[config.mk]
export PLATFORM = sky130hd
export DESIGN_NAME = fpnew_shared_sched
export DESIGN_NICKNAME = d
export VERILOG_FILES = /design/src/rtl/fpnew_pkg.sv /design/src/rtl/fpnew_credit_cnt.sv /design/src/rtl/fpnew_shared_sched.sv
export SDC_FILE = /design/constraint.sdc
export NUM_CORES = 1
export LEC_CHECK = 0
export CAP_MARGIN = 25
export CELL_PAD_IN_SITES_DETAIL_PLACEMENT = 0
export CELL_PAD_IN_SITES_GLOBAL_PLACEMENT = 2
export CORE_AREA = 2 2 308 310
export DETAILED_ROUTE_END_ITERATION = 16
export DIE_AREA = 0 0 310 312
export PLACE_DENSITY_LB_ADDON = 0.1
export SLEW_MARGIN = 30
export SYNTH_ARGS = -nofsm -noshare
export SYNTH_HDL_FRONTEND = slang
export SYNTH_SLANG_ARGS = --single-unit
[constraint.sdc]
create_clock -name clk_i -period 3.41 [get_ports clk_i]
set_input_delay 0.341 -clock clk_i [delete_from_list [all_inputs] [get_ports clk_i]]
set_output_delay 0.341 -clock clk_i [all_outputs]
set_load 0.03 [all_outputs]
[src/rtl/fpnew_pkg.sv]
`default_nettype none
// ============================================================================
// Module      : fpnew_pkg
// Description : Shared types for the FPU front end: operation/format enums,
//               status flags, the FPU request bundle and the scheduler state.
// Revision    : 1.0 - initial release
// ============================================================================
package fpnew_pkg;

  // Operands are carried at the widest supported format width.
  localparam int unsigned FP_WIDTH     = 64;
  localparam int unsigned NUM_OPERANDS = 3;

  typedef enum logic [2:0] {
    FP32    = 3'd0,
    FP64    = 3'd1,
    FP16    = 3'd2,
    FP8     = 3'd3,
    FP16ALT = 3'd4
  } fp_format_e;

  typedef enum logic [1:0] {
    INT8  = 2'd0,
    INT16 = 2'd1,
    INT32 = 2'd2,
    INT64 = 2'd3
  } int_format_e;

  typedef enum logic [3:0] {
    FMADD    = 4'd0,
    FNMSUB   = 4'd1,
    ADD      = 4'd2,
    MUL      = 4'd3,
    DIV      = 4'd4,
    SQRT     = 4'd5,
    SGNJ     = 4'd6,
    MINMAX   = 4'd7,
    CMP      = 4'd8,
    CLASSIFY = 4'd9,
    F2F      = 4'd10,
    F2I      = 4'd11,
    I2F      = 4'd12,
    CPKAB    = 4'd13,
    CPKCD    = 4'd14
  } operation_e;

  typedef enum logic [2:0] {
    RNE = 3'b000,
    RTZ = 3'b001,
    RDN = 3'b010,
    RUP = 3'b011,
    RMM = 3'b100,
    DYN = 3'b111
  } roundmode_e;

  typedef struct packed {
    logic NV;  // invalid operation
    logic DZ;  // divide by zero
    logic OF;  // overflow
    logic UF;  // underflow
    logic NX;  // inexact
  } status_t;

  typedef struct packed {
    logic [NUM_OPERANDS-1:0][FP_WIDTH-1:0] operands;
    roundmode_e                            rnd_mode;
    operation_e                            op;
    logic                                  op_mod;
    fp_format_e                            src_fmt;
    fp_format_e                            dst_fmt;
    int_format_e                           int_fmt;
    logic                                  vectorial_op;
  } fpu_req_t;

  // IDLE: free arbitration. LOCKED: grant pinned until the FPU accepts.
  typedef enum logic [0:0] {
    SCHED_IDLE   = 1'b0,
    SCHED_LOCKED = 1'b1
  } sched_state_e;

  // Width of a requester index; never narrower than one bit.
  function automatic int unsigned idx_width(input int unsigned num_idx);
    return (num_idx > 32'd1) ? unsigned'($clog2(num_idx)) : 32'd1;
  endfunction

endpackage
`default_nettype wire

[src/rtl/fpnew_credit_cnt.sv]
`default_nettype none
// ============================================================================
// Module      : fpnew_credit_cnt
// Description : Per-requester in-flight operation counter. Saturates at both
//               ends; simultaneous inc and dec leave the count unchanged.
// Revision    : 1.0 - initial release
// ============================================================================
module fpnew_credit_cnt #(
  parameter int unsigned MaxOutstanding = 4
) (
  input  logic clk_i,
  input  logic rst_ni,
  input  logic inc,
  input  logic dec,
  input  logic clr,
  output logic full,
  output logic empty
);

  localparam int unsigned     CntW  = $clog2(MaxOutstanding + 1);
  localparam logic [CntW-1:0] c_max = CntW'(MaxOutstanding);
  localparam logic [CntW-1:0] c_one = CntW'(1);

  logic [CntW-1:0] r_cnt;
  logic            w_up;
  logic            w_down;

  assign w_up   = inc & ~dec & ~full;
  assign w_down = dec & ~inc & ~empty;

  // Count register: clear dominates, then bounded step up or down.
  always_ff @(posedge clk_i or negedge rst_ni) begin
    if (!rst_ni) begin
      r_cnt <= '0;
    end else if (clr) begin
      r_cnt <= '0;
    end else if (w_up) begin
      r_cnt <= r_cnt + c_one;
    end else if (w_down) begin
      r_cnt <= r_cnt - c_one;
    end
  end

  assign full  = (r_cnt == c_max);
  assign empty = (r_cnt == '0);

endmodule
`default_nettype wire

[src/rtl/fpnew_shared_sched.sv]
`default_nettype none
// ============================================================================
// Module      : fpnew_shared_sched
// Description : Round-robin scheduler sharing one FPU between NumReq
//               requesters. Tags each issue with the requester index and
//               routes results back by tag; limits in-flight ops per requester.
// Revision    : 1.0 - initial release
// ============================================================================
module fpnew_shared_sched
  import fpnew_pkg::*;
#(
  parameter  int unsigned NumReq         = 2,
  parameter  int unsigned Width          = 64,
  parameter  int unsigned MaxOutstanding = 4,
  localparam int unsigned IdxW           = idx_width(NumReq)
) (
  input  logic                    clk_i,
  input  logic                    rst_ni,
  // requester issue side
  input  logic [NumReq-1:0]       req_valid_i,
  output logic [NumReq-1:0]       req_ready_o,
  input  fpu_req_t [NumReq-1:0]   req_i,
  // requester response side
  output logic [NumReq-1:0]       rsp_valid_o,
  input  logic [NumReq-1:0]       rsp_ready_i,
  output logic [Width-1:0]        rsp_result_o,
  output status_t                 rsp_status_o,
  // FPU issue side
  output fpu_req_t                fpu_req_o,
  output logic                    fpu_in_valid_o,
  output logic [IdxW-1:0]         fpu_tag_o,
  input  logic                    fpu_in_ready_i,
  // FPU result side
  input  logic [Width-1:0]        fpu_result_i,
  input  status_t                 fpu_status_i,
  input  logic [IdxW-1:0]         fpu_tag_i,
  input  logic                    fpu_out_valid_i,
  output logic                    fpu_out_ready_o,
  // control
  input  logic                    flush_i,
  output logic                    fpu_flush_o,
  output logic                    busy_o
);

  localparam logic [IdxW-1:0] c_last_idx = IdxW'(NumReq - 1);

  sched_state_e      r_state;
  sched_state_e      w_state_next;
  logic [IdxW-1:0]   r_lock_idx;
  logic [IdxW-1:0]   w_lock_idx_next;
  logic [IdxW-1:0]   r_last_grant;

  logic [NumReq-1:0] w_full;
  logic [NumReq-1:0] w_empty;
  logic [NumReq-1:0] w_elig;
  logic [NumReq-1:0] w_tag_hit;
  logic [NumReq-1:0] w_inc;
  logic [NumReq-1:0] w_dec;

  logic [IdxW-1:0]   w_rr_idx;
  logic [IdxW-1:0]   w_rr_cand;
  logic              w_rr_found;
  logic [IdxW-1:0]   w_grant;
  logic              w_grant_ok;
  logic              w_in_valid;
  logic              w_issue;

  // Per-requester eligibility, response routing and credit tracking.
  for (genvar i = 0; i < NumReq; i++) begin : g_req
    assign w_elig[i]      = req_valid_i[i] & ~w_full[i];
    assign w_tag_hit[i]   = (fpu_tag_i == IdxW'(i));
    assign rsp_valid_o[i] = w_tag_hit[i] & fpu_out_valid_i & ~flush_i & rst_ni;
    assign w_inc[i]       = req_valid_i[i] & req_ready_o[i];
    assign w_dec[i]       = rsp_valid_o[i] & rsp_ready_i[i];

    fpnew_credit_cnt #(
      .MaxOutstanding (MaxOutstanding)
    ) u_credit_cnt (
      .clk_i  (clk_i),
      .rst_ni (rst_ni),
      .inc    (w_inc[i]),
      .dec    (w_dec[i]),
      .clr    (flush_i),
      .full   (w_full[i]),
      .empty  (w_empty[i])
    );
  end

  // Round-robin search starting one past the last granted requester.
  always_comb begin
    w_rr_found = 1'b0;
    w_rr_idx   = r_last_grant;
    w_rr_cand  = '0;
    for (int unsigned k = 1; k <= NumReq; k++) begin
      w_rr_cand = IdxW'((32'(r_last_grant) + k) % NumReq);
      if (!w_rr_found && w_elig[w_rr_cand]) begin
        w_rr_found = 1'b1;
        w_rr_idx   = w_rr_cand;
      end
    end
  end

  // Scheduler FSM next state, grant selection and issue handshake outputs.
  always_comb begin
    w_state_next    = r_state;
    w_lock_idx_next = r_lock_idx;
    w_grant         = w_rr_idx;
    w_grant_ok      = w_rr_found;
    req_ready_o     = '0;

    // A stalled request keeps the grant so the FPU input stays stable.
    if (r_state == SCHED_LOCKED) begin
      w_grant    = r_lock_idx;
      w_grant_ok = w_elig[r_lock_idx];
    end

    // Nothing may issue during a flush or while reset is held.
    w_in_valid = w_grant_ok & ~flush_i & rst_ni;
    if (w_in_valid && fpu_in_ready_i) begin
      req_ready_o[w_grant] = 1'b1;
    end

    case (r_state)
      SCHED_IDLE: begin
        if (w_in_valid && !fpu_in_ready_i) begin
          w_state_next    = SCHED_LOCKED;
          w_lock_idx_next = w_grant;
        end
      end
      SCHED_LOCKED: begin
        if (fpu_in_ready_i || flush_i) begin
          w_state_next = SCHED_IDLE;
        end
      end
      default: begin
        w_state_next = SCHED_IDLE;
      end
    endcase
  end

  assign w_issue = w_in_valid & fpu_in_ready_i;

  // FSM state and locked requester index.
  always_ff @(posedge clk_i or negedge rst_ni) begin
    if (!rst_ni) begin
      r_state    <= SCHED_IDLE;
      r_lock_idx <= '0;
    end else begin
      r_state    <= w_state_next;
      r_lock_idx <= w_lock_idx_next;
    end
  end

  // Last grant moves only on a completed issue and survives a flush.
  always_ff @(posedge clk_i or negedge rst_ni) begin
    if (!rst_ni) begin
      r_last_grant <= c_last_idx;
    end else if (w_issue) begin
      r_last_grant <= w_grant;
    end
  end

  assign fpu_in_valid_o = w_in_valid;
  assign fpu_req_o      = req_i[w_grant];
  assign fpu_tag_o      = w_grant;

  // Tags with no matching requester are drained so the FPU never blocks.
  assign fpu_out_ready_o = rst_ni & ((|(w_tag_hit & rsp_ready_i)) | ~(|w_tag_hit));
  assign rsp_result_o    = fpu_result_i;
  assign rsp_status_o    = fpu_status_i;

  assign fpu_flush_o = flush_i & rst_ni;
  assign busy_o      = (|req_valid_i) | ~(&w_empty);

endmodule
`default_nettype wire

== Word level (Yosys, flattened, before mapping) ==
Cells that the tools add are included.

* Add/sub/neg operators: 6
* Magnitude comparators: 5
* Equality and inequality tests: 2
* Mux-type cells: 26
* Bitwise logic cells: 39
* Reductions and logical operators: 15

{| class="wikitable"
|+ Operators by type and width
! operator !! number
|-
| $mux 209 || 2
|-
| $and 1x1->1 || 25
|-
| $mux 3 || 6
|-
| $mux 1 || 15
|-
| $not 1->1 || 12
|-
| $lt 1x2->1 const B || 4
|-
| $add 3x1->3 const B || 2
|-
| $eq 3x3->1 const B || 2
|-
| $logic_not 3->1 || 2
|-
| $reduce_bool 3->1 || 2
|-
| $sub 3x1->3 const B || 2
|-
| $logic_and 1x1->1 || 4
|-
| $reduce_and 2->1 || 2
|-
| $reduce_or 2->1 || 2
|-
| $add 1x1->1 const B || 2
|-
| $and 2x2->2 || 1
|-
| $logic_not 1->1 || 2
|-
| $mux 2 || 1
|-
| $pmux 1 s2 || 1
|-
| $demux 1 s1 || 1
|-
| $ge 1x1->1 const B || 1
|-
| $logic_or 1x1->1 || 1
|-
| $or 1x1->1 || 1
|}

* Flip-flop bits (word level): 9
* Logic and storage cells: 98

== Depth between registers and ports, before layout ==
Gate-level depths: netlist of the first run.

* Depth in word-level cells: 22
* Depth in mapped cells: 11
* Mapped depth without buffers: 9

== Cells and area by module ==
From an unflattened synthesis of the first run, not the netlist that was laid out.

* Cells, all modules: 394
* Area, all modules: 4374.2 um2

{| class="wikitable"
|+ By module, submodules not included
! module !! instances !! cells an instance !! area each (um2) !! sequential area each (um2)
|-
| fpnew_shared_sched || 1 || 338 || 3896.2 || 76.3
|-
| fpnew_credit_cnt || 2 || 28 || 239.0 || 75.1
|}

== Worst setup path after synthesis of the first run ==
OpenSTA, ideal clock, no wires.

* Path type: input to register
* Start point: input port fpu_out_valid_i
* End point: register g_req[0].u_credit_cnt.r_cnt[2]
* Setup time: 80 ps
* Data arrival time: 3004 ps
* Data required time: 3330 ps
* Setup slack: 326 ps
* Cell stages on the path: 8
* Buffers on the path: 0
* Path through: nor4bb_1 -> nand2_1 -> nand3_1 -> nor3_1 -> fa_1 -> or4_1 -> o2bb2ai_1 -> o211ai_2

* Cells in the longest elaborated chain, start to end: 9

{| class="wikitable"
|+ RTL lines
! what !! line !! text
|-
| from (decl) || fpnew_shared_sched.sv:37 || <nowiki>input logic fpu_out_valid_i,</nowiki>
|-
| $and 1x1->1 (*) (3 in a row) || fpnew_shared_sched.sv:72 || <nowiki>assign rsp_valid_o[i] = w_tag_hit[i] & fpu_out_valid_i & ~flush_i & rst_ni;</nowiki>
|-
| $and 1x1->1 (*) || fpnew_shared_sched.sv:74 || <nowiki>assign w_dec[i] = rsp_valid_o[i] & rsp_ready_i[i];</nowiki>
|-
| $not 1->1 || fpnew_credit_cnt.sv:28 || <nowiki>assign w_up = inc & ~dec & ~full;</nowiki>
|-
| $and 1x1->1 (2 in a row) || fpnew_credit_cnt.sv:28 ||
|-
| $mux 3 || fpnew_credit_cnt.sv:37 || <nowiki>end else if (w_up) begin</nowiki>
|-
| $mux 3 || fpnew_credit_cnt.sv:35 || <nowiki>end else if (clr) begin</nowiki>
|-
| to (signal assigned) || fpnew_credit_cnt.sv:38 || <nowiki>r_cnt <= r_cnt + c_one;</nowiki>
|-
| to (signal assigned) || fpnew_credit_cnt.sv:40 || <nowiki>r_cnt <= r_cnt - c_one;</nowiki>
|-
| to (decl) || fpnew_credit_cnt.sv:24 || <nowiki>logic [CntW-1:0] r_cnt;</nowiki>
|}

Every way passes the cells marked *; elsewhere a longest branch is shown, timed or not.
A chain may end at the register's enable or synchronous reset.

== Final worst setup path of the first run ==
* Start point: register g_req[0].u_credit_cnt.r_cnt[0]
* End point: output port req_ready_o[1]

* Cells in the longest elaborated chain, start to end: 15

{| class="wikitable"
|+ RTL lines
! what !! line !! text
|-
| $eq 3x3->1 (*) || fpnew_credit_cnt.sv:44 || <nowiki>assign full = (r_cnt == c_max);</nowiki>
|-
| $not 1->1 (*) || fpnew_shared_sched.sv:70 || <nowiki>assign w_elig[i] = req_valid_i[i] & ~w_full[i];</nowiki>
|-
| $and 1x1->1 (*) || fpnew_shared_sched.sv:70 ||
|-
| $mux 1 (implied by the code) (2 in a row) || fpnew_shared_sched.sv:96 || <nowiki>if (!w_rr_found && w_elig[w_rr_cand]) begin</nowiki>
|-
| $mux 1 || fpnew_shared_sched.sv:96 ||
|-
| $logic_not 1->1 || fpnew_shared_sched.sv:96 ||
|-
| $logic_and 1x1->1 || fpnew_shared_sched.sv:96 ||
|-
| $mux 1 || fpnew_shared_sched.sv:96 ||
|-
| $mux 1 || fpnew_shared_sched.sv:112 || <nowiki>if (r_state == SCHED_LOCKED) begin</nowiki>
|-
| $lt 1x2->1 (implied by the code) or $ge 1x1->1 (tied branches) || fpnew_shared_sched.sv:120 || <nowiki>req_ready_o[w_grant] = 1'b1;</nowiki>
|-
| $logic_and 1x1->1 (implied by the code) || fpnew_shared_sched.sv:120 ||
|-
| $mux 1 (implied by the code) || fpnew_shared_sched.sv:120 ||
|-
| $demux 1 s1 || fpnew_shared_sched.sv:120 ||
|-
| $mux 2 (*) || fpnew_shared_sched.sv:119 || <nowiki>if (w_in_valid && fpu_in_ready_i) begin</nowiki>
|-
| to (decl) || fpnew_shared_sched.sv:21 || <nowiki>output logic [NumReq-1:0] req_ready_o,</nowiki>
|}

Every way passes the cells marked *; elsewhere a longest branch is shown, timed or not. The select of a mux whose other input is x is not followed.

==> results of run 1 <==
==> path summary, 6_finish.rpt <==
path,to,slack (ns),depth (start not counted)
min in group clk_i,g_req[1].u_credit_cnt.r_cnt[2]$_DFFE_PN0P_,0.51,1
hold / removal,r_state$_DFF_PN0_,0.44,2
setup reg to reg,g_req[0].u_credit_cnt.r_cnt[2]$_DFFE_PN0P_,0.40,9
max in group asynchronous,r_last_grant$_DFFE_PN1N_,2.71,2
hold reg to reg,g_req[1].u_credit_cnt.r_cnt[2]$_DFFE_PN0P_,0.51,1
setup / recovery,req_ready_o[1],0.21,6
==> worst register-to-register path, stage by stage (launching register included) <==
cell and delay (ns):
sky130_fd_sc_hd__dfrtp_1 0.40, sky130_fd_sc_hd__or3b_1 0.46, sky130_fd_sc_hd__and3_1 0.23, sky130_fd_sc_hd__o31a_2 0.43, sky130_fd_sc_hd__inv_8 0.12, sky130_fd_sc_hd__nor3_1 0.07, sky130_fd_sc_hd__fa_1 0.39, sky130_fd_sc_hd__or4_1 0.55
sky130_fd_sc_hd__o2bb2ai_1 0.15, sky130_fd_sc_hd__o211ai_2 0.14
==> routing by layer <==
layer  vias up  GRT usage (%)  part of all wire, %
met5         -              0                 0.34
met4        20          1.691                  2.3
met3        54          4.598                   16
met2       437          14.65                   50
met1      3033          7.065                   32
li1       3500              -                    -
==> logic make-up after synthesis <==
| group | count (synthesis) |
|---|---|
| simple gates | 666 |
| compound gates | 16 |
| buf+inv | 124 |
| fa+ha+maj | 2 |
| mux | 7 |
| flops | 9 |
==> flip-flops by register name, summed over array words and instances (netlist names) <==
| name | count |
|---|---|
| r_last_grant | 1 |
| r_state | 1 |
| r_lock_idx | 1 |
| g_req.u_credit_cnt.r_cnt | 6 |
==> layout make-up <==
cell class | count | area [µm²]
fillers | 10970 | 81850
repair buffers | 655 | 6452
multi-input cells | 691 | 2834
well taps | 1254 | 1569
flip-flops and latches | 9 | 226.5
clock buffers | 4 | 78.83
inverters | 6 | 30.03
diodes | 3 | 7.507
==> placed cells by master (no fill, tap or decap), drive strengths merged, types with 4 or more instances in the layout <==
master           n
nand2          633
clkdlybuf4s50  434
buf            221
nor2             8
dfrtp            8
nor3             6
inv              6
nor2b            4
mux2i            4
clkbuf           4
==> Yosys cell counts (2+ instances only) <==
cell type / n
sky130_fd_sc_hd__a211oi_1: 3
sky130_fd_sc_hd__and3_1: 2
sky130_fd_sc_hd__buf_2: 20
sky130_fd_sc_hd__buf_4: 69
sky130_fd_sc_hd__clkbuf_1: 28
sky130_fd_sc_hd__dfrtp_1: 8
sky130_fd_sc_hd__fa_1: 2
sky130_fd_sc_hd__inv_1: 5
sky130_fd_sc_hd__mux2_1: 2
sky130_fd_sc_hd__mux2i_1: 4
sky130_fd_sc_hd__nand2_1: 633
sky130_fd_sc_hd__nand3_1: 2
sky130_fd_sc_hd__nor2_1: 8
sky130_fd_sc_hd__nor2b_1: 4
sky130_fd_sc_hd__nor3_1: 6
==> power breakdown <==
part / leakage (nW) / internal [mW] / switching, mW / total [mW]
clock network: 0.0382 / 0.157 / 0.0539 / 0.211
registers: 0.115 / 0.138 / 0.0291 / 0.167
logic: 4.97 / 2.60 / 4.27 / 6.86
total: 5.13 / 2.89 / 4.35 / 7.24
==> stage by stage <==
stage               power (mW)  std cells  instance area, µm²  util, %  hold slack (ns)
floorplan                3.988        824                3816        -          0.04541
global placement         7.371       2615               11100    11.93           0.5062
detailed placement       7.266       2615               11100    11.93           0.5058
CTS                      7.501       2619               11180    12.01           0.4510
global route             7.871       2620               11190    12.03           0.4541
finish                   7.241       2622               11200    12.03           0.4394
==> impl_metrics.prom, run 1 <==
# TYPE chip_impl_metric gauge
chip_impl_metric{name="cts.sinks",unit=""} 9
chip_impl_metric{name="ir_drop_worst_vdd",unit="µV"} 540.2
chip_impl_metric{name="fin_worst_skew",unit="ns"} 0.006533
chip_impl_metric{name="finalHoldViolCount",unit=""} 0
chip_impl_metric{name="ys.warnings.count",unit=""} 0
chip_impl_metric{name="largest_net_degree_at_the_start_of_global_routing",unit=""} 112
chip_impl_metric{name="timing.critical_path.required",unit="ns"} 3.07
chip_impl_metric{name="yosys.area_share.simple",unit="%"} 67.80
chip_impl_info{name="synth.area.top_cells",value="sky130_fd_sc_hd__nand2_1 (62%), sky130_fd_sc_hd__buf_4 (14%), sky130_fd_sc_hd__dfrtp_1 (5.2%)"} 1
chip_impl_metric{name="max_cap_violations",unit=""} 0
chip_impl_metric{name="htreeDepth",unit=""} 1
chip_impl_metric{name="syn_to_final_growth",unit="%"} 193.4
chip_impl_metric{name="port-buffer-count",unit=""} 645
chip_impl_metric{name="synth.area.mux_share",unit="%"} 1.934
chip_impl_info{name="worstSetupEndpointType",value="output pin"} 1
chip_impl_metric{name="drive_gt1_share",unit="%"} 17.14
chip_impl_metric{name="hold_buffers_post_cts",unit=""} 0
chip_impl_info{name="combinational_family_with_the_most_area_after_synthesis",value="simple AND/OR/NAND/NOR gates"} 1
chip_impl_metric{name="synth_xor_xnor_area_share",unit="%"} 0
chip_impl_metric{name="slew-limit-headroom",unit="%"} 55.14
chip_impl_info{name="grt_setup_unrepaired",value="no"} 1
chip_impl_metric{name="post_synth.cell_area_avg",unit="µm²"} 4.631
chip_impl_info{name="worst-setup-path-type",value="reg2out"} 1
chip_impl_metric{name="grt_usage",unit="%"} 7.778
chip_impl_metric{name="cts.repair.resized",unit=""} 0
chip_impl_metric{name="placement_rows",unit=""} 112
chip_impl_metric{name="delay_contributed_by_the_slowest_stage_of_the_critical_path",unit="ns"} 0.72
chip_impl_metric{name="grt_pass1_vias",unit=""} 7393
chip_impl_metric{name="worst_slew_pin_slew",unit="ns"} 0.6729
chip_impl_metric{name="synth_compound_area_share",unit="%"} 3.443
chip_impl_metric{name="layout.nets",unit=""} 1865
chip_impl_metric{name="cts_buffer_depth",unit=""} 2
chip_impl_metric{name="place_worst_setup_slack",unit="ns"} 0.2210
chip_impl_metric{name="initial_utilization",unit="%"} 4.101
chip_impl_metric{name="async_reset_ff_share",unit="%"} 100.0
chip_impl_metric{name="cell_area_after_synthesis",unit="µm²"} 3816
chip_impl_info{name="yosys.area.top_type",value="sky130_fd_sc_hd__nand2_1"} 1
chip_impl_metric{name="worst-endpoint-arrival",unit="ns"} 2.86
chip_impl_info{name="timing.rr.start",value="g_req[0].u_credit_cnt.r_cnt[0]$_DFFE_PN0P_"} 1
chip_impl_metric{name="cts_setup_buffers",unit=""} 0
chip_impl_metric{name="detail_route.vias_per_cell",unit=""} 2.686
chip_impl_metric{name="synth_edf_count",unit=""} 0
chip_impl_metric{name="route.detailed.drc",unit=""} 0
chip_impl_metric{name="number_of_antenna_violations_at_the_first_check_in_global_routing",unit=""} 16
chip_impl_metric{name="synth.yosys.seq_area_share",unit="%"} 5.934
chip_impl_metric{name="min_period_over_period",unit="%"} 93.95
chip_impl_info{name="crit_path_start",value="g_req[0].u_credit_cnt.r_cnt[0]$_DFFE_PN0P_"} 1
chip_impl_metric{name="grt_first_pass_wirelength",unit="mm"} 54.31
chip_impl_metric{name="instance_count_of_the_mapped_netlist",unit=""} 824
chip_impl_metric{name="pwr_density_cell",unit="nW/µm²"} 646.6
chip_impl_metric{name="netlist-cell-type-count",unit=""} 43
chip_impl_metric{name="place.detailed.hpwl",unit="mm"} 35.03
chip_impl_metric{name="power.leakage",unit="nW"} 5.128
chip_impl_metric{name="design.die.area",unit="µm²"} 96720
chip_impl_metric{name="number_of_buffer_and_inverter_stages_on_the_critical_path",unit=""} 2
chip_impl_metric{name="clock.fmax",unit="MHz"} 312.1
chip_impl_metric{name="avgRoutedWirePerCell",unit="µm"} 15.64
chip_impl_metric{name="maxSlewViolCount",unit=""} 0
chip_impl_info{name="crit_path_cell_trace",value="or3b_1 -> and3_1 -> o31a_2 -> buf_4 -> nor2_1 -> clkdlybuf4s50_1"} 1
chip_impl_metric{name="number_of_buffers_added_by_the_clock_tree_synthesis_step",unit=""} 3
chip_impl_metric{name="setup_violations",unit=""} 0
chip_impl_metric{name="setup_ws",unit="ns"} 0.2063
chip_impl_metric{name="routabilityCongestion",unit=""} 0.6947
chip_impl_metric{name="global_route.overflow_total",unit=""} 0
chip_impl_info{name="path_delay_family",value="buffers and inverters"} 1
chip_impl_metric{name="first_iter_violations",unit=""} 113
chip_impl_metric{name="synth_largest_type_area_fraction",unit="%"} 62.26
chip_impl_metric{name="synthesis.nets",unit=""} 1323
chip_impl_metric{name="drtAntennaViolNets",unit=""} 0
chip_impl_metric{name="via_count",unit=""} 7044
chip_impl_info{name="slowest_cp_cell",value="sky130_fd_sc_hd__clkdlybuf4s50_1"} 1
chip_impl_metric{name="fin_setup_tns",unit="ns"} 0
chip_impl_metric{name="die_y",unit="µm"} 312
chip_impl_metric{name="clock_latency",unit="ns"} 0.24
chip_impl_metric{name="postSynthRegisterBits",unit=""} 9
chip_impl_info{name="status",value="complete, no violations"} 1
chip_impl_metric{name="top_level_ports",unit=""} 784
chip_impl_metric{name="die_w",unit="µm"} 310
chip_impl_info{name="timing.critical_path.from_type",value="register"} 1
chip_impl_metric{name="crit_fanout",unit=""} 17
chip_impl_info{name="root_buffer",value="sky130_fd_sc_hd__clkbuf_16"} 1
chip_impl_metric{name="fin_crit",unit="ns"} 3.204
chip_impl_metric{name="cts.reportedPaths.clkPinSlew",unit="ns"} 0.04
chip_impl_metric{name="routed_wl",unit="mm"} 41.02
chip_impl_metric{name="core_area",unit="µm²"} 93050
chip_impl_metric{name="dr.pass1.iters",unit=""} 4
chip_impl_metric{name="yosys.area_share.adder",unit="%"} 1.049
chip_impl_info{name="tritoncts_clock_tree",value="built"} 1
chip_impl_info{name="hp-class",value="in2async"} 1
chip_impl_info{name="synth_flop_cell",value="sky130_fd_sc_hd__dfrtp_1"} 1
(Power assumes the default switching activity.)
==> run 2, diff against run 1 <==
--- a/config.mk
+++ b/config.mk
@@ -12,6 +12,7 @@
 export DETAILED_ROUTE_END_ITERATION = 16
 export DIE_AREA = 0 0 310 312
 export PLACE_DENSITY_LB_ADDON = 0.1
+export REMOVE_ABC_BUFFERS = 1
 export SLEW_MARGIN = 30
 export SYNTH_ARGS = -nofsm -noshare
 export SYNTH_HDL_FRONTEND = slang
==> impl_metrics.prom, run 2 (synthesized netlist as in run 1, its figures left out) <==
# TYPE chip_impl_metric gauge
chip_impl_info{name="status",value="complete, no violations"} 1
chip_impl_metric{name="fin_crit",unit="ns"} 3.167
chip_impl_metric{name="route.detailed.drc",unit=""} 0
chip_impl_metric{name="grt_usage",unit="%"} 10.57
chip_impl_metric{name="number_of_buffers_added_by_the_clock_tree_synthesis_step",unit=""} 3
chip_impl_metric{name="layout.nets",unit=""} 1866
chip_impl_metric{name="initial_utilization",unit="%"} 4.101
chip_impl_metric{name="reg2regPathDepth",unit=""} 8
chip_impl_metric{name="drtAntennaViolNets",unit=""} 0
chip_impl_metric{name="setup_violations",unit=""} 0
chip_impl_metric{name="maxSlewViolCount",unit=""} 0
chip_impl_info{name="worst-setup-path-type",value="reg2out"} 1
chip_impl_info{name="worst_r2r_endpoint",value="g_req[1].u_credit_cnt.r_cnt[1]$_DFFE_PN0P_"} 1
chip_impl_metric{name="cts.sinks",unit=""} 9
chip_impl_metric{name="largest_register_ff_count",unit=""} 6
chip_impl_metric{name="fin_area",unit="µm²"} 11190
chip_impl_metric{name="via_count",unit=""} 7263
chip_impl_metric{name="utilization",unit="%"} 12.03
chip_impl_metric{name="core_area",unit="µm²"} 93050
chip_impl_metric{name="place.detailed.hpwl",unit="mm"} 46.34
chip_impl_info{name="layout.cells.most_common",value="sky130_fd_sc_hd__nand2_1"} 1
chip_impl_metric{name="placement_rows",unit=""} 112
chip_impl_info{name="most-common-layout-cells",value="sky130_fd_sc_hd__nand2_1 (633), sky130_fd_sc_hd__clkdlybuf4s50_1 (434), sky130_fd_sc_hd__buf_4 (187)"} 1
chip_impl_info{name="tritoncts_clock_tree",value="built"} 1
chip_impl_info{name="worstSetupEndpointType",value="output pin"} 1
chip_impl_metric{name="number_of_buffer_and_inverter_stages_on_the_critical_path",unit=""} 3
chip_impl_metric{name="delay_contributed_by_the_slowest_stage_of_the_critical_path",unit="ns"} 0.47
chip_impl_info{name="cp-endpoint",value="fpu_req_o[157]"} 1
chip_impl_metric{name="worst_slew_pin_slew",unit="ns"} 0.7344
chip_impl_metric{name="detail_route.vias_per_cell",unit=""} 2.770
chip_impl_metric{name="largest_net_degree_at_the_start_of_global_routing",unit=""} 112
chip_impl_metric{name="worst-endpoint-arrival",unit="ns"} 2.83
chip_impl_info{name="slowest_cp_cell",value="sky130_fd_sc_hd__or3b_1"} 1
chip_impl_info{name="hp-class",value="in2async"} 1
chip_impl_metric{name="first_iter_violations",unit=""} 299
chip_impl_metric{name="dpl-instance-area",unit="µm²"} 11110
chip_impl_metric{name="die_y",unit="µm"} 312
chip_impl_info{name="crit_path_start",value="g_req[0].u_credit_cnt.r_cnt[0]$_DFFE_PN0P_"} 1
chip_impl_metric{name="drive_gt1_share",unit="%"} 17.20
chip_impl_metric{name="design.die.area",unit="µm²"} 96720
chip_impl_metric{name="worst-path-stages",unit=""} 8
chip_impl_metric{name="cts_setup_buffers",unit=""} 0
chip_impl_metric{name="cts_buffer_depth",unit=""} 2
chip_impl_info{name="grt_setup_unrepaired",value="no"} 1
chip_impl_metric{name="crit_fanout",unit=""} 111
chip_impl_metric{name="syn_to_final_growth",unit="%"} 193.3
chip_impl_metric{name="cts.reportedPaths.clkPinSlew",unit="ns"} 0.04
chip_impl_info{name="timing.rr.start",value="g_req[0].u_credit_cnt.r_cnt[0]$_DFFE_PN0P_"} 1
chip_impl_metric{name="clock_latency",unit="ns"} 0.24
chip_impl_metric{name="cts.repair.resized",unit=""} 0
chip_impl_metric{name="finalHoldViolCount",unit=""} 0
chip_impl_metric{name="avgRoutedWirePerCell",unit="µm"} 20.70
chip_impl_metric{name="clock.fmax",unit="MHz"} 315.8
chip_impl_metric{name="die_w",unit="µm"} 310
chip_impl_metric{name="global_route.overflow_total",unit=""} 0
chip_impl_metric{name="min_period_over_period",unit="%"} 92.87
chip_impl_metric{name="pwr_density_cell",unit="nW/µm²"} 651.2
chip_impl_metric{name="ir_drop_worst_vdd",unit="µV"} 339.1
chip_impl_info{name="timing.critical_path.from_type",value="register"} 1
chip_impl_metric{name="grt_pass1_vias",unit=""} 7331
chip_impl_metric{name="timing.critical_path.required",unit="ns"} 3.07
chip_impl_metric{name="top_level_ports",unit=""} 784
chip_impl_metric{name="fin_worst_skew",unit="ns"} 0.006934
chip_impl_metric{name="number_of_antenna_violations_at_the_first_check_in_global_routing",unit=""} 5
chip_impl_info{name="root_buffer",value="sky130_fd_sc_hd__clkbuf_16"} 1
chip_impl_info{name="largest-register",value="g_req.u_credit_cnt.r_cnt"} 1
chip_impl_metric{name="dr.pass1.iters",unit=""} 4
chip_impl_metric{name="power.leakage",unit="nW"} 5.127
chip_impl_metric{name="htreeDepth",unit=""} 1
chip_impl_metric{name="routabilityCongestion",unit=""} 0.7482
chip_impl_info{name="path_delay_family",value="simple AND/OR/NAND/NOR gates"} 1
chip_impl_metric{name="max_cap_violations",unit=""} 0
chip_impl_info{name="crit_path_cell_trace",value="or3b_1 -> and3_1 -> o31a_2 -> inv_8 -> buf_12 -> nand2_1 -> nand2_1 -> buf_12"} 1
chip_impl_metric{name="grt_first_pass_wirelength",unit="mm"} 69.19
chip_impl_metric{name="routed_wl",unit="mm"} 54.27
chip_impl_metric{name="port-buffer-count",unit=""} 645
chip_impl_metric{name="hold_buffers_post_cts",unit=""} 0
chip_impl_metric{name="timing.reg2reg.setup_slack",unit="ns"} 0.47
chip_impl_metric{name="slew-limit-headroom",unit="%"} 51.04
## run 2: changes by cell type in the layout (fill, tap and decap cells not counted), sizes merged
cell,delta
buf,+1
diode,-1
## run 2: area by class of cell
cell class	instances	area, µm²
Inverter	6	30.03
Clock buffer	4	78.83
Multi-Input combinational cell	691	2834
Antenna cell	2	5.005
Tap cell	1254	1569
Sequential cell	9	226.5
Fill cell	10900	81860
Timing Repair Buffer	656	6449
## run 2: metrics by stage
step / power, mW / std cells / TNS, ns / hold slack (ns) / setup WS, ns
3_5_place_dp: 7.300 / 2616 / 0 / 0.5165 / 0.3548
5_1_grt: 7.842 / 2620 / 0 / 0.4863 / 0.1102
6_report: 7.288 / 2622 / 0 / 0.4767 / 0.2430
2_1_floorplan: 3.913 / 706 / -1240.16 / 0.04541 / -6.068
3_3_place_gp: 7.383 / 2616 / 0 / 0.5030 / 0.3256
4_1_cts: 7.526 / 2620 / 0 / 0.4754 / 0.2383
## run 2: routing by layer
layer | global-route usage [%] | wire length, µm | vias up | share of wire, %
li1 | - | - | 3498 | -
met3 | 9.914 | 10450 | 22 | 19
met4 | 0.4392 | 142 | 16 | 0.26
met5 | 5.987 | 847 | - | 1.6
met1 | 9.309 | 17110 | 3195 | 32
met2 | 17.77 | 25720 | 532 | 47
## run 2: worst min-delay path by stage
| stage | to | slack [ns] | cells past startpoint |
|---|---|---|---|
| 5_1_grt | g_req[0].u_credit_cnt.r_cnt[2]$_DFFE_PN0P_ | 0.49 | 2 |
| 2_1_floorplan | g_req[0].u_credit_cnt.r_cnt[0]$_DFFE_PN0P_ | 0.05 | 0 |
| 3_5_place_dp | g_req[1].u_credit_cnt.r_cnt[2]$_DFFE_PN0P_ | 0.52 | 1 |
| 4_1_cts | g_req[0].u_credit_cnt.r_cnt[2]$_DFFE_PN0P_ | 0.48 | 2 |
| 3_3_place_gp | g_req[1].u_credit_cnt.r_cnt[2]$_DFFE_PN0P_ | 0.50 | 1 |
| 6_report | g_req[0].u_credit_cnt.r_cnt[0]$_DFFE_PN0P_ | 0.48 | 2 |
## run 2: where the power goes
part	switching [mW]	leakage, nW	internal (mW)	total (mW)
registers	0.0290	0.115	0.138	0.167
clock network	0.0526	0.0382	0.156	0.209
logic	4.32	4.97	2.59	6.91
total	4.40	5.13	2.88	7.29
==> run 3, diff against run 2 <==
--- a/config.mk
+++ b/config.mk
@@ -9,6 +9,7 @@
 export CELL_PAD_IN_SITES_DETAIL_PLACEMENT = 0
 export CELL_PAD_IN_SITES_GLOBAL_PLACEMENT = 2
 export CORE_AREA = 2 2 308 310
+export CTS_BUF_LIST = sky130_fd_sc_hd__clkbuf_4 sky130_fd_sc_hd__clkbuf_8
 export DETAILED_ROUTE_END_ITERATION = 16
 export DIE_AREA = 0 0 310 312
 export PLACE_DENSITY_LB_ADDON = 0.1
==> impl_metrics.prom, run 3 (synthesized netlist as in run 1, its figures left out) <==
# TYPE chip_impl_metric gauge
chip_impl_info{name="tritoncts_clock_tree",value="built"} 1
chip_impl_metric{name="max_cap_violations",unit=""} 0
chip_impl_metric{name="dp.cells",unit=""} 2616
chip_impl_metric{name="drive_gt1_share",unit="%"} 17.28
chip_impl_metric{name="clockPowerShare",unit="%"} 1.9
chip_impl_metric{name="number_of_antenna_violations_at_the_first_check_in_global_routing",unit=""} 5
chip_impl_metric{name="cts.reportedPaths.clkPinSlew",unit="ns"} 0.05
chip_impl_metric{name="slew-limit-headroom",unit="%"} 50.54
chip_impl_metric{name="avgRoutedWirePerCell",unit="µm"} 20.70
chip_impl_metric{name="top_level_ports",unit=""} 784
chip_impl_metric{name="design.die.area",unit="µm²"} 96720
chip_impl_metric{name="finalHoldViolCount",unit=""} 0
chip_impl_info{name="hp-class",value="in2async"} 1
chip_impl_metric{name="pwr_density_cell",unit="nW/µm²"} 646.5
chip_impl_metric{name="place.detailed.hpwl",unit="mm"} 46.34
chip_impl_metric{name="worst_slew_pin_slew",unit="ns"} 0.7375
chip_impl_metric{name="htreeDepth",unit=""} 1
chip_impl_metric{name="fin_setup_tns",unit="ns"} 0
chip_impl_metric{name="crit_fanout",unit=""} 111
chip_impl_metric{name="cts.repair.resized",unit=""} 0
chip_impl_info{name="timing.critical_path.from_type",value="register"} 1
chip_impl_metric{name="number_of_buffers_added_by_the_clock_tree_synthesis_step",unit=""} 3
chip_impl_metric{name="power.share.combinational",unit="%"} 95.8
chip_impl_metric{name="fin_crit",unit="ns"} 3.160
chip_impl_metric{name="port-buffer-count",unit=""} 645
chip_impl_metric{name="initial_utilization",unit="%"} 4.101
chip_impl_info{name="grt_setup_unrepaired",value="no"} 1
chip_impl_metric{name="via_count",unit=""} 7232
chip_impl_metric{name="cts.sinks",unit=""} 9
chip_impl_metric{name="maxSlewViolCount",unit=""} 0
chip_impl_metric{name="sw_frac_of_total",unit="%"} 60.97
chip_impl_metric{name="dr.pass1.iters",unit=""} 4
chip_impl_metric{name="grt_pass1_vias",unit=""} 7333
chip_impl_metric{name="setup_violations",unit=""} 0
chip_impl_metric{name="largest_register_ff_count",unit=""} 6
chip_impl_metric{name="min_period_over_period",unit="%"} 92.66
chip_impl_metric{name="die_w",unit="µm"} 310
chip_impl_metric{name="grt_usage",unit="%"} 10.57
chip_impl_metric{name="clock_latency",unit="ns"} 0.24
chip_impl_metric{name="hold_buffers_post_cts",unit=""} 0
chip_impl_info{name="status",value="complete, no violations"} 1
chip_impl_metric{name="worst-endpoint-arrival",unit="ns"} 2.82
chip_impl_metric{name="switching_power_summed_over_all_nets",unit="mW"} 4.400
chip_impl_metric{name="timing.reg2reg.setup_slack",unit="ns"} 0.46
chip_impl_metric{name="fin_worst_skew",unit="ns"} 0.008267
chip_impl_metric{name="ir_drop_worst_vdd",unit="µV"} 339.8
chip_impl_metric{name="seq_power_share",unit="%"} 2.3
chip_impl_metric{name="global_route.overflow_total",unit=""} 0
chip_impl_metric{name="drtAntennaViolNets",unit=""} 0
chip_impl_info{name="layout.cells.most_common",value="sky130_fd_sc_hd__nand2_1"} 1
chip_impl_metric{name="detail_route.vias_per_cell",unit=""} 2.758
chip_impl_info{name="largest-register",value="g_req.u_credit_cnt.r_cnt"} 1
chip_impl_metric{name="die_y",unit="µm"} 312
chip_impl_metric{name="clock.fmax",unit="MHz"} 316.5
chip_impl_metric{name="first_iter_violations",unit=""} 304
chip_impl_metric{name="grt_first_pass_wirelength",unit="mm"} 69.19
chip_impl_metric{name="routabilityCongestion",unit=""} 0.7482
chip_impl_metric{name="timing.critical_path.required",unit="ns"} 3.07
chip_impl_metric{name="cts_buffer_depth",unit=""} 2
chip_impl_metric{name="route.detailed.drc",unit=""} 0
chip_impl_info{name="worst-setup-path-type",value="reg2out"} 1
chip_impl_metric{name="power.leakage",unit="nW"} 5.115
chip_impl_metric{name="layout.nets",unit=""} 1866
chip_impl_metric{name="p_int",unit="mW"} 2.816
chip_impl_info{name="root_buffer",value="sky130_fd_sc_hd__clkbuf_8"} 1
chip_impl_metric{name="layoutNonFillerInstCount",unit=""} 2622
chip_impl_info{name="worstSetupEndpointType",value="output pin"} 1
chip_impl_metric{name="cts_setup_buffers",unit=""} 0
chip_impl_metric{name="largest_net_degree_at_the_start_of_global_routing",unit=""} 112
chip_impl_metric{name="placement_rows",unit=""} 112
chip_impl_metric{name="core_area",unit="µm²"} 93050
chip_impl_metric{name="syn_to_final_growth",unit="%"} 192.5
chip_impl_metric{name="routed_wl",unit="mm"} 54.27
chip_impl_info{name="most-common-layout-cells",value="sky130_fd_sc_hd__nand2_1 (633), sky130_fd_sc_hd__clkdlybuf4s50_1 (434), sky130_fd_sc_hd__buf_4 (187)"} 1
[run 3: cell types whose count changed in the layout (fill, tap and decap cells not counted)]
cell                        previous run  this run
sky130_fd_sc_hd__clkbuf_4              0         1
sky130_fd_sc_hd__clkbuf_8              0         3
sky130_fd_sc_hd__clkbuf_1              1         0
sky130_fd_sc_hd__clkbuf_16             3         0
[run 3: layout make-up]
type,count,area (µm²)
Tap cell,1254,1569
Clock buffer,4,48.80
Inverter,6,30.03
Timing Repair Buffer,656,6449
Sequential cell,9,226.5
Fill cell,10910,81890
Multi-Input combinational cell,691,2834
Antenna cell,2,5.005
[run 3: power groups by stage]
| stage | clock [mW] | combinational [mW] | sequential, mW |
|---|---|---|---|
| after detailed placement | 0 | 7.13 | 0.168 |
| after floorplan | 0 | 3.75 | 0.159 |
| after CTS | 0.142 | 7.14 | 0.167 |
| after global routing | 0.149 | 7.45 | 0.173 |
| after global placement | 0 | 7.21 | 0.171 |
| final | 0.136 | 6.91 | 0.167 |
[run 3: metrics by stage]
step | setup WS (ns) | utilization, % | cell area, µm² | hold slack [ns] | power (mW)
global route | 0.09848 | 11.99 | 11160 | 0.4759 | 7.769
finish | 0.2504 | 12.00 | 11160 | 0.4731 | 7.216
floorplan | -6.068 | - | 3082 | 0.04541 | 3.913
global placement | 0.3256 | 11.94 | 11110 | 0.5030 | 7.383
CTS | 0.2325 | 11.99 | 11160 | 0.4705 | 7.451
detailed placement | 0.3548 | 11.94 | 11110 | 0.5165 | 7.300
[run 3: routing by layer]
layer  wire length (µm)  GRT usage [%]  vias up
met1              17260          9.313     3190
met5                847          5.987        -
met2              25760          17.77      510
met3              10260          9.914       20
li1                   -              -     3496
met4                138         0.4392       16
[run 3: worst max-delay path, cell delays in order, from the launching register on]
cell	delay [ns]
sky130_fd_sc_hd__dfrtp_1	0.41
sky130_fd_sc_hd__or3b_1	0.46
sky130_fd_sc_hd__and3_1	0.23
sky130_fd_sc_hd__o31a_2	0.34
sky130_fd_sc_hd__inv_8	0.09
sky130_fd_sc_hd__buf_12	0.35
sky130_fd_sc_hd__nand2_1	0.19
sky130_fd_sc_hd__nand2_1	0.16
sky130_fd_sc_hd__buf_12	0.13
[run 3: final timing paths]
| check | endpoint | cells past startpoint | start |
|---|---|---|---|
| setup / recovery | fpu_req_o[157] | 8 | g_req[0].u_credit_cnt.r_cnt[0]$_DFFE_PN0P_ |
| min in group clk_i | g_req[1].u_credit_cnt.r_cnt[2]$_DFFE_PN0P_ | 1 | g_req[1].u_credit_cnt.r_cnt[2]$_DFFE_PN0P_ |
| setup reg to reg | g_req[0].u_credit_cnt.r_cnt[2]$_DFFE_PN0P_ | 8 | g_req[0].u_credit_cnt.r_cnt[0]$_DFFE_PN0P_ |
| hold reg to reg | g_req[1].u_credit_cnt.r_cnt[2]$_DFFE_PN0P_ | 1 | g_req[1].u_credit_cnt.r_cnt[2]$_DFFE_PN0P_ |
| max in group asynchronous | r_last_grant$_DFFE_PN1N_ | 2 | rst_ni |
| hold / removal | g_req[0].u_credit_cnt.r_cnt[0]$_DFFE_PN0P_ | 2 | rst_ni |
